`src/rtl/imm_decode_pipe.sv`:
```
// Immediate decode stage: classifies the instruction format, builds the XLEN immediate and
// PC-relative target, and buffers the result in a two-slot (output + skid) valid/ready pipe.
module imm_decode_pipe #(
  parameter int XLEN  = 32,
  parameter int CNT_W = 16
) (
  input  logic             clk,
  input  logic             rst_n,
  input  logic             flush,
  input  logic             in_valid,
  output logic             in_ready,
  input  logic [31:0]      in_instr,
  input  logic [XLEN-1:0]  in_pc,
  output logic             out_valid,
  input  logic             out_ready,
  output logic [XLEN-1:0]  out_imm,
  output logic [2:0]       out_fmt,
  output logic [XLEN-1:0]  out_pc,
  output logic [XLEN-1:0]  out_target,
  output logic [CNT_W-1:0] illegal_cnt
);

  typedef enum logic [2:0] {
    FMT_R   = 3'd0,
    FMT_I   = 3'd1,
    FMT_S   = 3'd2,
    FMT_B   = 3'd3,
    FMT_U   = 3'd4,
    FMT_J   = 3'd5,
    FMT_Z   = 3'd6,
    FMT_ILL = 3'd7
  } fmt_e;

  typedef struct packed {
    logic [XLEN-1:0] imm;
    fmt_e            fmt;
    logic [XLEN-1:0] pc;
    logic [XLEN-1:0] target;
  } entry_t;

  fmt_e        w_fmt;
  logic [31:0] w_imm32;
  entry_t      w_entry;
  logic        w_accept;
  logic        w_out_free;

  entry_t           r_out;
  entry_t           r_skid;
  logic             r_out_valid;
  logic             r_skid_valid;
  logic [CNT_W-1:0] r_cnt;

  // NOTE: every signal assigned in always_comb gets a default first, so no path infers a latch.
  always_comb begin
    w_fmt = FMT_ILL;
    unique case (in_instr[6:0])
      7'b0110111, 7'b0010111:                      w_fmt = FMT_U;
      7'b1101111:                                  w_fmt = FMT_J;
      7'b1100111, 7'b0000011, 7'b0010011, 7'b0011011: w_fmt = FMT_I;
      7'b0100011:                                  w_fmt = FMT_S;
      7'b1100011:                                  w_fmt = FMT_B;
      7'b1110011:                                  w_fmt = in_instr[14] ? FMT_Z : FMT_I;
      7'b0110011, 7'b0111011:                      w_fmt = FMT_R;
      default:                                     w_fmt = FMT_ILL;
    endcase
  end

  always_comb begin
    w_imm32 = 32'd0;
    unique case (w_fmt)
      FMT_I:   w_imm32 = {{20{in_instr[31]}}, in_instr[31:20]};
      FMT_S:   w_imm32 = {{20{in_instr[31]}}, in_instr[31:25], in_instr[11:7]};
      FMT_B:   w_imm32 = {{20{in_instr[31]}}, in_instr[7], in_instr[30:25], in_instr[11:8], 1'b0};
      FMT_U:   w_imm32 = {in_instr[31:12], 12'd0};
      FMT_J:   w_imm32 = {{12{in_instr[31]}}, in_instr[19:12], in_instr[20], in_instr[30:21], 1'b0};
      FMT_Z:   w_imm32 = {27'd0, in_instr[19:15]};
      default: w_imm32 = 32'd0;
    endcase
  end

  // Bit 31 of the 32-bit form is the sign for every format (Z keeps it 0), so one cast widens all.
  always_comb begin
    w_entry        = '0;
    w_entry.imm    = XLEN'($signed(w_imm32));
    w_entry.fmt    = w_fmt;
    w_entry.pc     = in_pc;
    w_entry.target = in_pc + w_entry.imm;
  end

  assign in_ready   = !r_skid_valid;
  assign w_accept   = in_valid && in_ready && !flush;
  assign w_out_free = !r_out_valid || out_ready;

  // NOTE: sequential state uses non-blocking assignments only, so every register samples
  // pre-edge values regardless of statement order.
  always_ff @(posedge clk or negedge rst_n) begin
    if (!rst_n) begin
      r_out        <= '0;
      r_skid       <= '0;
      r_out_valid  <= 1'b0;
      r_skid_valid <= 1'b0;
    end else if (flush) begin
      r_out_valid  <= 1'b0;
      r_skid_valid <= 1'b0;
    end else if (w_out_free) begin
      // A full skid implies in_ready was low, so no acceptance competes with the skid move.
      if (r_skid_valid) begin
        r_out        <= r_skid;
        r_out_valid  <= 1'b1;
        r_skid_valid <= 1'b0;
      end else begin
        if (w_accept) r_out <= w_entry;
        r_out_valid <= w_accept;
      end
    end else if (w_accept) begin
      r_skid       <= w_entry;
      r_skid_valid <= 1'b1;
    end
  end

  always_ff @(posedge clk or negedge rst_n) begin
    if (!rst_n) begin
      r_cnt <= '0;
    end else if (w_accept && (w_fmt == FMT_ILL) && (r_cnt != {CNT_W{1'b1}})) begin
      r_cnt <= r_cnt + CNT_W'(1);
    end
  end

  assign out_valid   = r_out_valid;
  assign out_imm     = r_out.imm;
  assign out_fmt     = r_out.fmt;
  assign out_pc      = r_out.pc;
  assign out_target  = r_out.target;
  assign illegal_cnt = r_cnt;

endmodule

```
`config.mk`:
```
export PLATFORM = sky130hd
export DESIGN_NAME = imm_decode_pipe
export DESIGN_NICKNAME = d
export VERILOG_FILES = /design/src/rtl/imm_decode_pipe.sv
export SDC_FILE = /design/constraint.sdc
export NUM_CORES = 1
export LEC_CHECK = 0
export ABC_AREA = 1
export BUFFER_PORTS_ARGS = -buffer_cell sky130_fd_sc_hd__buf_2
export CORE_MARGIN = 2
export CORE_UTILIZATION = 50
export DETAILED_ROUTE_END_ITERATION = 6
export PLACE_DENSITY = 0.72
export SKIP_LAST_GASP = 1
export SYNTH_ARGS = -nofsm -noshare
export SYNTH_HDL_FRONTEND = slang
export SYNTH_SLANG_ARGS = --single-unit
export TNS_END_PERCENT = 20
```
`constraint.sdc`:
```
create_clock -name clk -period 3.8 [get_ports clk]
set_input_delay 0.76 -clock clk [delete_from_list [all_inputs] [get_ports clk]]
set_output_delay 0.76 -clock clk [all_outputs]
set_load 0.01 [all_outputs]
```
# Yosys cells after proc, flatten, opt, wreduce, memory -nomap -nowiden
# Cells that the tools add are included.
[word_totals] regBits=216 inputBits=69 output_inout_bits=117
[classes] n_addsub=2 eq_ne=20 mux=11 bitwise_logic=2 n_reduce_logical=16
[ops] operator="$mux 99" count=2
[ops] operator="$pmux 32 s6" count=1
[ops] operator="$add 32x32->32" count=1
[ops] operator="$eq 7x6->1 const B" count=4
[ops] operator="$eq 7x7->1 const B" count=4
[ops] operator="$eq 7x5->1 const B" count=3
[ops] operator="$pmux 3 s7" count=1
[ops] operator="$add 16x1->16 const B" count=1
[ops] operator="$ne 16x16->1 const B" count=1
[ops] operator="$eq 3x3->1 const B" count=4
[ops] operator="$eq 7x2->1 const B" count=1
[ops] operator="$eq 3x2->1 const B" count=2
[ops] operator="$mux 1" count=6
[ops] operator="$reduce_and 3->1" count=2
[ops] operator="$logic_and 1x1->1" count=4
[ops] operator="$reduce_bool 2->1" count=2
[ops] operator="$reduce_or 2->1" count=2
[ops] operator="$reduce_or 4->1" count=1
[ops] operator="$eq 3x1->1 const B" count=1
[ops] operator="$logic_not 1->1" count=3
[ops] operator="$mux 3" count=1
[ops] operator="$reduce_bool 3->1" count=1
[ops] operator="$not 1->1" count=2
[ops] operator="$logic_or 1x1->1" count=1

# Logic depth before layout (Yosys ltp)
# Gate-level depths: netlist (run 1).
[depth] ltp_word=8 mapped_depth=28

# Worst setup path before layout (run 1)
# Ideal clock, no wire load.
[synth_timing] path_kind="input-to-reg" start="input in_instr[6]" end="register r_out (netlist bit out_target[26])" arrival_time_ns=3.403 setup_slack_ns=0.280 path_stages=24 n_path_buf=1 cell_sequence="buf_4 > inv_2 > nand3_1 > nor2_2 > nor2_2 > nand3_4 > nand2_1 > inv_2 > nand2_2 > inv_1 > nand3_1 > nand2_1 > ha_1 > inv_1 > fa_1 > nand3b_1 > nand2_1 > a21boi_0 > o21ai_0 > nand3_1 > nand3_1 > nand3_1 > nand2_1 > nand2_1"
[synth_lines] element="start: declaration" line_no="12" source="input logic [31:0] in_instr,"
[synth_lines] element="end signal: assignment" line_no="108" source="r_out <= r_skid;"
[synth_lines] element="end signal: assignment" line_no="112" source="if (w_accept) r_out <= w_entry;"
[synth_lines] element="end: declaration" line_no="47" source="entry_t r_out;"

==> results of run 1 <==
sequential cells by signal (all words and copies together) (netlist names):
register and flops:
out_fmt 3, r_skid_valid 1, out_imm 32, out_valid 1, out_target 32, r_skid 99
illegal_cnt 16, out_pc 32
per-layer routing:
layer	vias to the layer above	track usage (%)	wire [um]
li1	5586	-	-
met1	5174	41.75	16480
met2	348	44.42	15470
met3	58	3.805	2145
met4	0	7.056	760
met5	-	0	0
worst reg2reg max path, cell delays in order, from the launching register on:
cell	delay (ns)
sky130_fd_sc_hd__dfrtp_2	0.37
sky130_fd_sc_hd__buf_4	0.48
sky130_fd_sc_hd__nor2_1	0.10
sky130_fd_sc_hd__inv_1	0.14
sky130_fd_sc_hd__nor2_4	0.04
sky130_fd_sc_hd__inv_2	0.56
sky130_fd_sc_hd__buf_12	0.34
sky130_fd_sc_hd__o21ai_0	0.18
synth_stat cells, types with 2 or more instances:
master | number | share of area (%)
sky130_fd_sc_hd__nor3_1 | 5 | 0.21
sky130_fd_sc_hd__o21ai_0 | 236 | 10
sky130_fd_sc_hd__nand3_2 | 2 | 0.17
sky130_fd_sc_hd__nand2_1 | 468 | 15
sky130_fd_sc_hd__a21boi_0 | 4 | 0.25
sky130_fd_sc_hd__ha_1 | 32 | 3.4
sky130_fd_sc_hd__buf_2 | 3 | 0.13
sky130_fd_sc_hd__nand2_2 | 3 | 0.16
sky130_fd_sc_hd__dfrtp_1 | 216 | 46
sky130_fd_sc_hd__nor4_1 | 3 | 0.16
sky130_fd_sc_hd__a31oi_1 | 14 | 0.74
sky130_fd_sc_hd__o21a_1 | 8 | 0.51
sky130_fd_sc_hd__nor2_4 | 2 | 0.19
sky130_fd_sc_hd__xnor2_1 | 20 | 1.5
sky130_fd_sc_hd__o211ai_1 | 6 | 0.38
sky130_fd_sc_hd__clkbuf_1 | 56 | 1.8
sky130_fd_sc_hd__nand4_1 | 9 | 0.48
sky130_fd_sc_hd__a21o_1 | 6 | 0.38
sky130_fd_sc_hd__nand2_4 | 8 | 0.76
sky130_fd_sc_hd__nor2_2 | 6 | 0.32
sky130_fd_sc_hd__inv_2 | 7 | 0.22
sky130_fd_sc_hd__o21bai_1 | 5 | 0.32
sky130_fd_sc_hd__o21ai_1 | 10 | 0.42
sky130_fd_sc_hd__inv_1 | 168 | 5.3
sky130_fd_sc_hd__nor2_1 | 113 | 3.6
sky130_fd_sc_hd__buf_1 | 6 | 0.19
sky130_fd_sc_hd__nand3b_1 | 3 | 0.19
sky130_fd_sc_hd__nand3_1 | 61 | 2.6
sky130_fd_sc_hd__buf_4 | 2 | 0.13
sky130_fd_sc_hd__xor2_1 | 11 | 0.82
sky130_fd_sc_hd__a21oi_1 | 72 | 3.1
worst max path at each step:
stage,slack (ns),from,to,depth (start not counted)
after floorplan,0.28,in_instr[6],out_target[26],24
after global placement,-0.007,in_instr[3],out_target[27],28
after detailed placement,-0.17,in_instr[3],out_target[19],27
after CTS,0.37,in_instr[3],out_target[19],27
after global routing,0.03,in_instr[1],out_target[30],28
final,0.44,in_instr[3],out_target[19],28
placed cells by master, fill, tap and decap left out, types with 2 or more instances in the layout:
| cell | netlist | layout |
|---|---|---|
| sky130_fd_sc_hd__nor3_1 | 5 | 5 |
| sky130_fd_sc_hd__nor2_4 | 2 | 3 |
| sky130_fd_sc_hd__clkbuf_1 | 56 | 5 |
| sky130_fd_sc_hd__o21a_1 | 8 | 8 |
| sky130_fd_sc_hd__nand3b_1 | 3 | 3 |
| sky130_fd_sc_hd__nand2_1 | 468 | 468 |
| sky130_fd_sc_hd__nand3_1 | 61 | 61 |
| sky130_fd_sc_hd__buf_4 | 2 | 109 |
| sky130_fd_sc_hd__nand2_2 | 3 | 3 |
| sky130_fd_sc_hd__nand3_2 | 2 | 2 |
| sky130_fd_sc_hd__dfrtp_1 | 216 | 215 |
| sky130_fd_sc_hd__bufinv_16 | 0 | 2 |
| sky130_fd_sc_hd__o21ai_1 | 10 | 10 |
| sky130_fd_sc_hd__nor2_1 | 113 | 112 |
| sky130_fd_sc_hd__ha_1 | 32 | 31 |
| sky130_fd_sc_hd__a21o_1 | 6 | 6 |
| sky130_fd_sc_hd__buf_2 | 3 | 184 |
| sky130_fd_sc_hd__o21bai_1 | 5 | 5 |
| sky130_fd_sc_hd__nand4_1 | 9 | 9 |
| sky130_fd_sc_hd__xnor2_1 | 20 | 20 |
| sky130_fd_sc_hd__nand2_4 | 8 | 8 |
| sky130_fd_sc_hd__nor2_2 | 6 | 6 |
| sky130_fd_sc_hd__a21oi_1 | 72 | 72 |
| sky130_fd_sc_hd__clkinv_2 | 0 | 5 |
| sky130_fd_sc_hd__nor4_1 | 3 | 3 |
| sky130_fd_sc_hd__inv_1 | 168 | 167 |
| sky130_fd_sc_hd__buf_12 | 1 | 6 |
| sky130_fd_sc_hd__a31oi_1 | 14 | 14 |
| sky130_fd_sc_hd__inv_2 | 7 | 7 |
| sky130_fd_sc_hd__o211ai_1 | 6 | 6 |
| sky130_fd_sc_hd__xor2_1 | 11 | 11 |
| sky130_fd_sc_hd__a21boi_0 | 4 | 4 |
| sky130_fd_sc_hd__o21ai_0 | 236 | 236 |
| sky130_fd_sc_hd__clkbuf_8 | 0 | 2 |
| sky130_fd_sc_hd__clkbuf_16 | 0 | 25 |
through the flow:
step / setup TNS (ns) / worst slack (ns)
2_1_floorplan: 0 / 0.2804
3_3_place_gp: -0.006782 / -0.006782
3_5_place_dp: -1.239 / -0.1658
4_1_cts: 0 / 0.3687
5_1_grt: 0 / 0.03220
6_report: 0 / 0.4386
final cells by class:
class / instances / area [um^2] / area share (%)
timing repair buffer: 300 / 1874 / 12.86
sequential: 216 / 5406 / 37.10
multi-input combinational: 1115 / 5469 / 37.53
clock inverter: 8 / 93.84 / 0.6439
tap: 319 / 399.1 / 2.739
clock buffer: 32 / 671.9 / 4.610
inverter: 175 / 659.4 / 4.524
cells by family (layout without fill, tap and decap cells):
group | Yosys count | after routing | share of synthesized area [%]
buffers and inverters | 243 | 515 | 7.967
and+or+nand+nor | 686 | 686 | 23.99
AOI/OAI and AO/OA | 365 | 365 | 16.35
DFF | 216 | 216 | 45.83
adders and majority gates | 33 | 33 | 3.565
xor gates and xnor gates | 31 | 31 | 2.302
power breakdown:
group          internal [W]  switching (W)  total [W]  leakage (nW)
Clock               0.00137       0.000937    0.00230         0.380
Combinational      0.000562       0.000828    0.00139          4.87
Sequential          0.00275       0.000244    0.00300          2.74
Total               0.00468        0.00201    0.00669          7.99
==> Flow_metrics.wiki, run 1 <==
{| class="wikitable"
! Metric !! Value
|-
| Number of global-route vias before repair || 10456
|-
| Sequential area share after synthesis || 45.83%
|-
| Number of sinks driven by the clock tree || 216
|-
| Worst Tran Pin Value || 0.8673 ns
|-
| Wirelength per Cell || 16.10 um
|-
| CP arrival || 3.76 ns
|-
| Maximum level of the CTS H-tree || 1
|-
| CTS tree || yes
|-
| Number of rows created at floorplan || 56
|-
| Filler cell count || 2141
|-
| Launch point of the worst reg-to-reg path || r_skid_valid
|-
| Min Tclk post-route || 3.361 ns
|-
| Gate count of the mapped netlist || 1574
|-
| Highest net fanout along the worst path || 5
|-
| Post-Synthesis Cell Area || 11790 um^2
|-
| Setup repair after global routing missed its margin || false
|-
| Vert. Die Dim || 157.6 um
|-
| Post-Route Hold Slack || 0.2676 ns
|-
| Startpoint type of the worst setup path || input port
|-
| Total congestion overflow || 0
|-
| Placer Congestion || 1.039
|-
| Yosys warns || 0
|-
| Global-route wire length before repair || 55.17 mm
|-
| Post-route ant nets || 0
|-
| Synth-to-layout area growth || 23.57%
|-
| Standard cell area after detailed placement || 13800 um^2
|-
| Share of layout cells above drive strength 1 || 20.04%
|-
| Post-Synthesis Mean Instance Area || 7.493 um^2
|-
| Number of maximum-capacitance violations || 0
|-
| Count of pins over their slew limit || 0
|-
| DRC violations left || 0
|-
| Largest stage delay on the critical path || 0.26 ns
|-
| Total power per unit cell area || 459.2 nW/um^2
|-
| Port Buffers || 185
|-
| Final standard cell area without fillers || 14570 um^2
|-
| Number of resized instances in the post-cts repair step || 0
|-
| Share of the cycle needed by the critical path after routing || 88.46%
|-
| Highest ir drop seen on vdd || 0.3863 mV
|-
| Number of flops mapped to enable cells by yosys || 0
|-
| Total of hold buffers inserted after clock tree synthesis || 0
|-
| FF-to-FF End || r_skid[13]
|-
| Post CTS Setup Buffer Count || 0
|-
| Type of destination of the critical path || flop
|-
| Number of inserted diodes || 0
|-
| Rel. slew slack || 42.18%
|-
| Placed cells || 2125
|-
| Clk pin slew, worst setup/hold paths || 0.06 ns
|-
| Post-route non-filler standard cell count || 2165
|-
| Most used flip-flop cell after synthesis || sky130_fd_sc_hd__dfrtp_1
|-
| Final cell utilization of the core || 62.46%
|-
| Highest Clock Rate || 297.5 MHz
|-
| Static Leakage || 7.987 nW
|-
| Count of state elements after synthesis || 216
|-
| Slowest cell on the critical path || sky130_fd_sc_hd__ha_1
|-
| Final wirelength || 34.86 mm
|-
| Vias per inst || 5.158
|-
| Number of setup violations in the final report || 0
|-
| Initial antenna violation count || 0
|-
| Hold Fails Final Rpt || 0
|-
| Worst r2r path cells || 7
|-
| Vias || 11166
|-
| Initial cell density of the core || 50.55%
|-
| Horizontal die dimension || 157.6 um
|-
| Drt pass-1 iters || 5
|-
| Initial detailed-routing violation count || 815
|-
| Required time at the worst-slack endpoint || 4.20 ns
|-
| Total Die Area || 24830 um^2
|-
| Number of clock buffers inserted by TritonCTS || 24
|-
| Total global routing track utilization || 28.35%
|-
| Bufs and invs on worst path || 8
|-
| Kind of cell adding the most delay to the critical path || simple AND/OR/NAND/NOR gates
|-
| Number of placed I/O pins || 186
|-
| Estimated wirelength of the detail-placed design || 26.11 mm
|-
| Worst reg2reg setup slack || 1.45 ns
|-
| Type of the worst min-delay path || input port to asynchronous set/reset pin
|-
| Core Area || 23330 um^2
|-
| Clock Skew || 0.008659 ns
|-
| Bufs on Longest Clock Path || 3
|-
| Type of the worst setup path || input port to flop
|-
| Share of async-settable or async-resettable flops after synthesis || 100.0%
|-
| Number of nets produced by synthesis || 1676
|-
| Run status || finished clean
|-
| Number of distinct library cells after synthesis || 40
|-
| Maximum number of pins on one net before global-route repair || 94
|-
| Most numerous cell on the critical path || sky130_fd_sc_hd__nand2_1
|-
| Design Power || 0.006693 W
|-
| Worst skew pair latency || 0.52 ns
|-
| Root Buffer || sky130_fd_sc_hd__clkbuf_16
|-
| Final-stage net count || 1934
|}
(Power assumes the default switching activity.)
==> run 2, diff against run 1 <==
--- a/config.mk
+++ b/config.mk
@@ -10,7 +10,7 @@
 export CORE_MARGIN = 2
 export CORE_UTILIZATION = 50
 export DETAILED_ROUTE_END_ITERATION = 6
-export PLACE_DENSITY = 0.72
+export PLACE_DENSITY = 0.73
 export SKIP_LAST_GASP = 1
 export SYNTH_ARGS = -nofsm -noshare
 export SYNTH_HDL_FRONTEND = slang
==> Flow_metrics.wiki, run 2 (synthesis gave the netlist of run 1 again) <==
{| class="wikitable"
! Metric !! Value
|-
| Run status || finished clean
|-
| Initial cell density of the core || 50.55%
|-
| Most frequent cells in the layout || sky130_fd_sc_hd__nand2_1 (468), sky130_fd_sc_hd__o21ai_0 (236), sky130_fd_sc_hd__dfrtp_1 (215), sky130_fd_sc_hd__buf_2 (184), sky130_fd_sc_hd__inv_1 (167)
|-
| Register with the most flip-flops || r_skid
|-
| Min Tclk post-route || 3.457 ns
|-
| DRC violations left || 0
|-
| Static Leakage || 7.914 nW
|-
| Placed cells || 2104
|-
| Maximum level of the CTS H-tree || 1
|-
| Largest stage delay on the critical path || 0.38 ns
|-
| Type of destination of the critical path || flop
|-
| Setup repair after global routing missed its margin || false
|-
| Clock network power share || 36.3%
|-
| Number of resized instances in the post-cts repair step || 0
|-
| Highest ir drop seen on vdd || 0.4694 mV
|-
| Worst reg2reg setup slack || 1.58 ns
|-
| Clk pin slew, worst setup/hold paths || 0.06 ns
|-
| Post CTS Setup Buffer Count || 0
|-
| Placer Congestion || 1.000
|-
| Total power per unit cell area || 474.6 nW/um^2
|-
| Root Buffer || sky130_fd_sc_hd__clkbuf_16
|-
| Worst Setup Slack post-DPL || -0.1018 ns
|-
| Slowest cell on the critical path || sky130_fd_sc_hd__ha_1
|-
| Worst path setup slack after routing || 0.3427 ns
|-
| Number of maximum-capacitance violations || 0
|-
| Vias per inst || 5.185
|-
| Worst Tran Pin Value || 0.8963 ns
|-
| Total congestion overflow || 0
|-
| Worst r2r path cells || 10
|-
| Port Buffers || 185
|-
| Hold Fails Final Rpt || 0
|-
| Global-route wire length before repair || 54.22 mm
|-
| Drt pass-1 iters || 6
|-
| Count of pins over their slew limit || 0
|-
| Total Die Area || 24830 um^2
|-
| Bufs and invs on worst path || 7
|-
| Vias || 11143
|-
| Core Area || 23330 um^2
|-
| Total of hold buffers inserted after clock tree synthesis || 0
|-
| CTS tree || yes
|-
| Pint || 0.004833 W
|-
| Sequential group share of total power || 43.6%
|-
| Number of setup violations in the final report || 0
|-
| FF-to-FF End || illegal_cnt[8]
|-
| Synth-to-layout area growth || 22.78%
|-
| Highest net fanout along the worst path || 5
|-
| Post-route ant nets || 0
|-
| Type of the worst setup path || input port to flop
|-
| Estimated wirelength of the detail-placed design || 25.50 mm
|-
| Highest Clock Rate || 289.2 MHz
|-
| Initial detailed-routing violation count || 859
|-
| Combinational power share || 20.1%
|-
| Post-route non-filler standard cell count || 2149
|-
| Maximum number of pins on one net before global-route repair || 96
|-
| Number of placed I/O pins || 186
|-
| Final-stage net count || 1913
|-
| CP arrival || 3.90 ns
|-
| Most frequent standard cell in the layout excluding fill and tap cells || sky130_fd_sc_hd__nand2_1
|-
| Final setup TNS || 0 ns
|-
| Initial antenna violation count || 2
|-
| Horizontal die dimension || 157.6 um
|-
| Rel. slew slack || 40.24%
|-
| Vert. Die Dim || 157.6 um
|-
| Wirelength per Cell || 16.10 um
|-
| Number of sinks driven by the clock tree || 216
|-
| Number of global-route vias before repair || 10397
|-
| Design Power || 0.006872 W
|-
| Clock Skew || 0.008545 ns
|-
| Required time at the worst-slack endpoint || 4.24 ns
|-
| Total global routing track utilization || 27.78%
|-
| Share of the cycle needed by the critical path after routing || 90.98%
|-
| Fraction of power spent switching nets || 29.67%
|-
| Most numerous cell on the critical path || sky130_fd_sc_hd__nand2_1
|-
| Final cell utilization of the core || 62.06%
|-
| Number of flip-flops in the largest register || 99
|-
| Net switching power || 0.002039 W
|-
| Final wirelength || 34.60 mm
|-
| Kind of cell adding the most delay to the critical path || simple AND/OR/NAND/NOR gates
|-
| Share of layout cells above drive strength 1 || 19.30%
|-
| Startpoint type of the worst setup path || input port
|-
| Number of clock buffers inserted by TritonCTS || 24
|-
| Bufs on Longest Clock Path || 3
|-
| Filler cell count || 2164
|-
| Worst skew pair latency || 0.52 ns
|-
| Number of rows created at floorplan || 56
|-
| Launch point of the worst reg-to-reg path || illegal_cnt[0]
|-
| Type of the worst min-delay path || input port to asynchronous set/reset pin
|}
[run 2: cell types whose count changed in the layout (fill, tap and decap cells not counted), sizes merged]
| cell | previous run | this run |
|---|---|---|
| buf | 300 | 279 |
| bufinv | 2 | 4 |
| clkinv | 6 | 7 |
| clkinvlp | 0 | 1 |
| diode | 0 | 1 |
[run 2: worst max path at each step]
stage | start | to | cells past startpoint
6_report | in_instr[3] | r_skid[31] | 27
5_1_grt | in_instr[0] | r_skid[31] | 28
4_1_cts | in_instr[3] | r_skid[31] | 27
3_5_place_dp | in_instr[3] | out_target[19] | 27
3_3_place_gp | in_instr[3] | out_target[19] | 23
2_1_floorplan | in_instr[6] | out_target[26] | 24
[run 2: power by group through the flow]
stage                     logic [W]  registers (W)  clock network (W)
after CTS                   0.00139        0.00300            0.00254
final                       0.00138        0.00300            0.00250
after detailed placement    0.00138        0.00303                  0
after floorplan            0.000699        0.00308                  0
after global routing        0.00157        0.00305            0.00264
after global placement      0.00134        0.00302                  0
[run 2: routing by layer]
metal	part of all wire [%]	track usage [%]	wire length (um)
met5	0.049	0	17
met4	2.4	7.446	836
met3	6.3	3.641	2191
met2	44	43.92	15270
met1	47	40.42	16280
[run 2: layout make-up]
type	instances	area (um^2)	area share (%)
Multi-Input combinational cell	1115	5456	37.68
Sequential cell	216	5406	37.34
Timing Repair Buffer	279	1704	11.77
Clock buffer	32	681.9	4.709
Inverter	175	659.4	4.554
Tap cell	319	399.1	2.756
Clock inverter	12	170.2	1.175
Antenna cell	1	2.502	0.01728
[run 2: per-stage QoR]
step / hold slack (ns) / instance area (um^2)
2_1_floorplan: 0.4366 / 11790
3_3_place_gp: 0.4495 / 13630
3_5_place_dp: 0.4606 / 13630
4_1_cts: 0.2378 / 14480
5_1_grt: 0.2450 / 14480
6_report: 0.2034 / 14480
[run 2: worst register-to-register path, delay by kind of cell (launching register included)]
kind                       cells  cell delay, ns
xor gates and xnor gates       1            0.12
DFF                            1            0.40
adders and majority gates      1            0.16
and+or+nand+nor                6            1.20
buffers and inverters          2            0.27
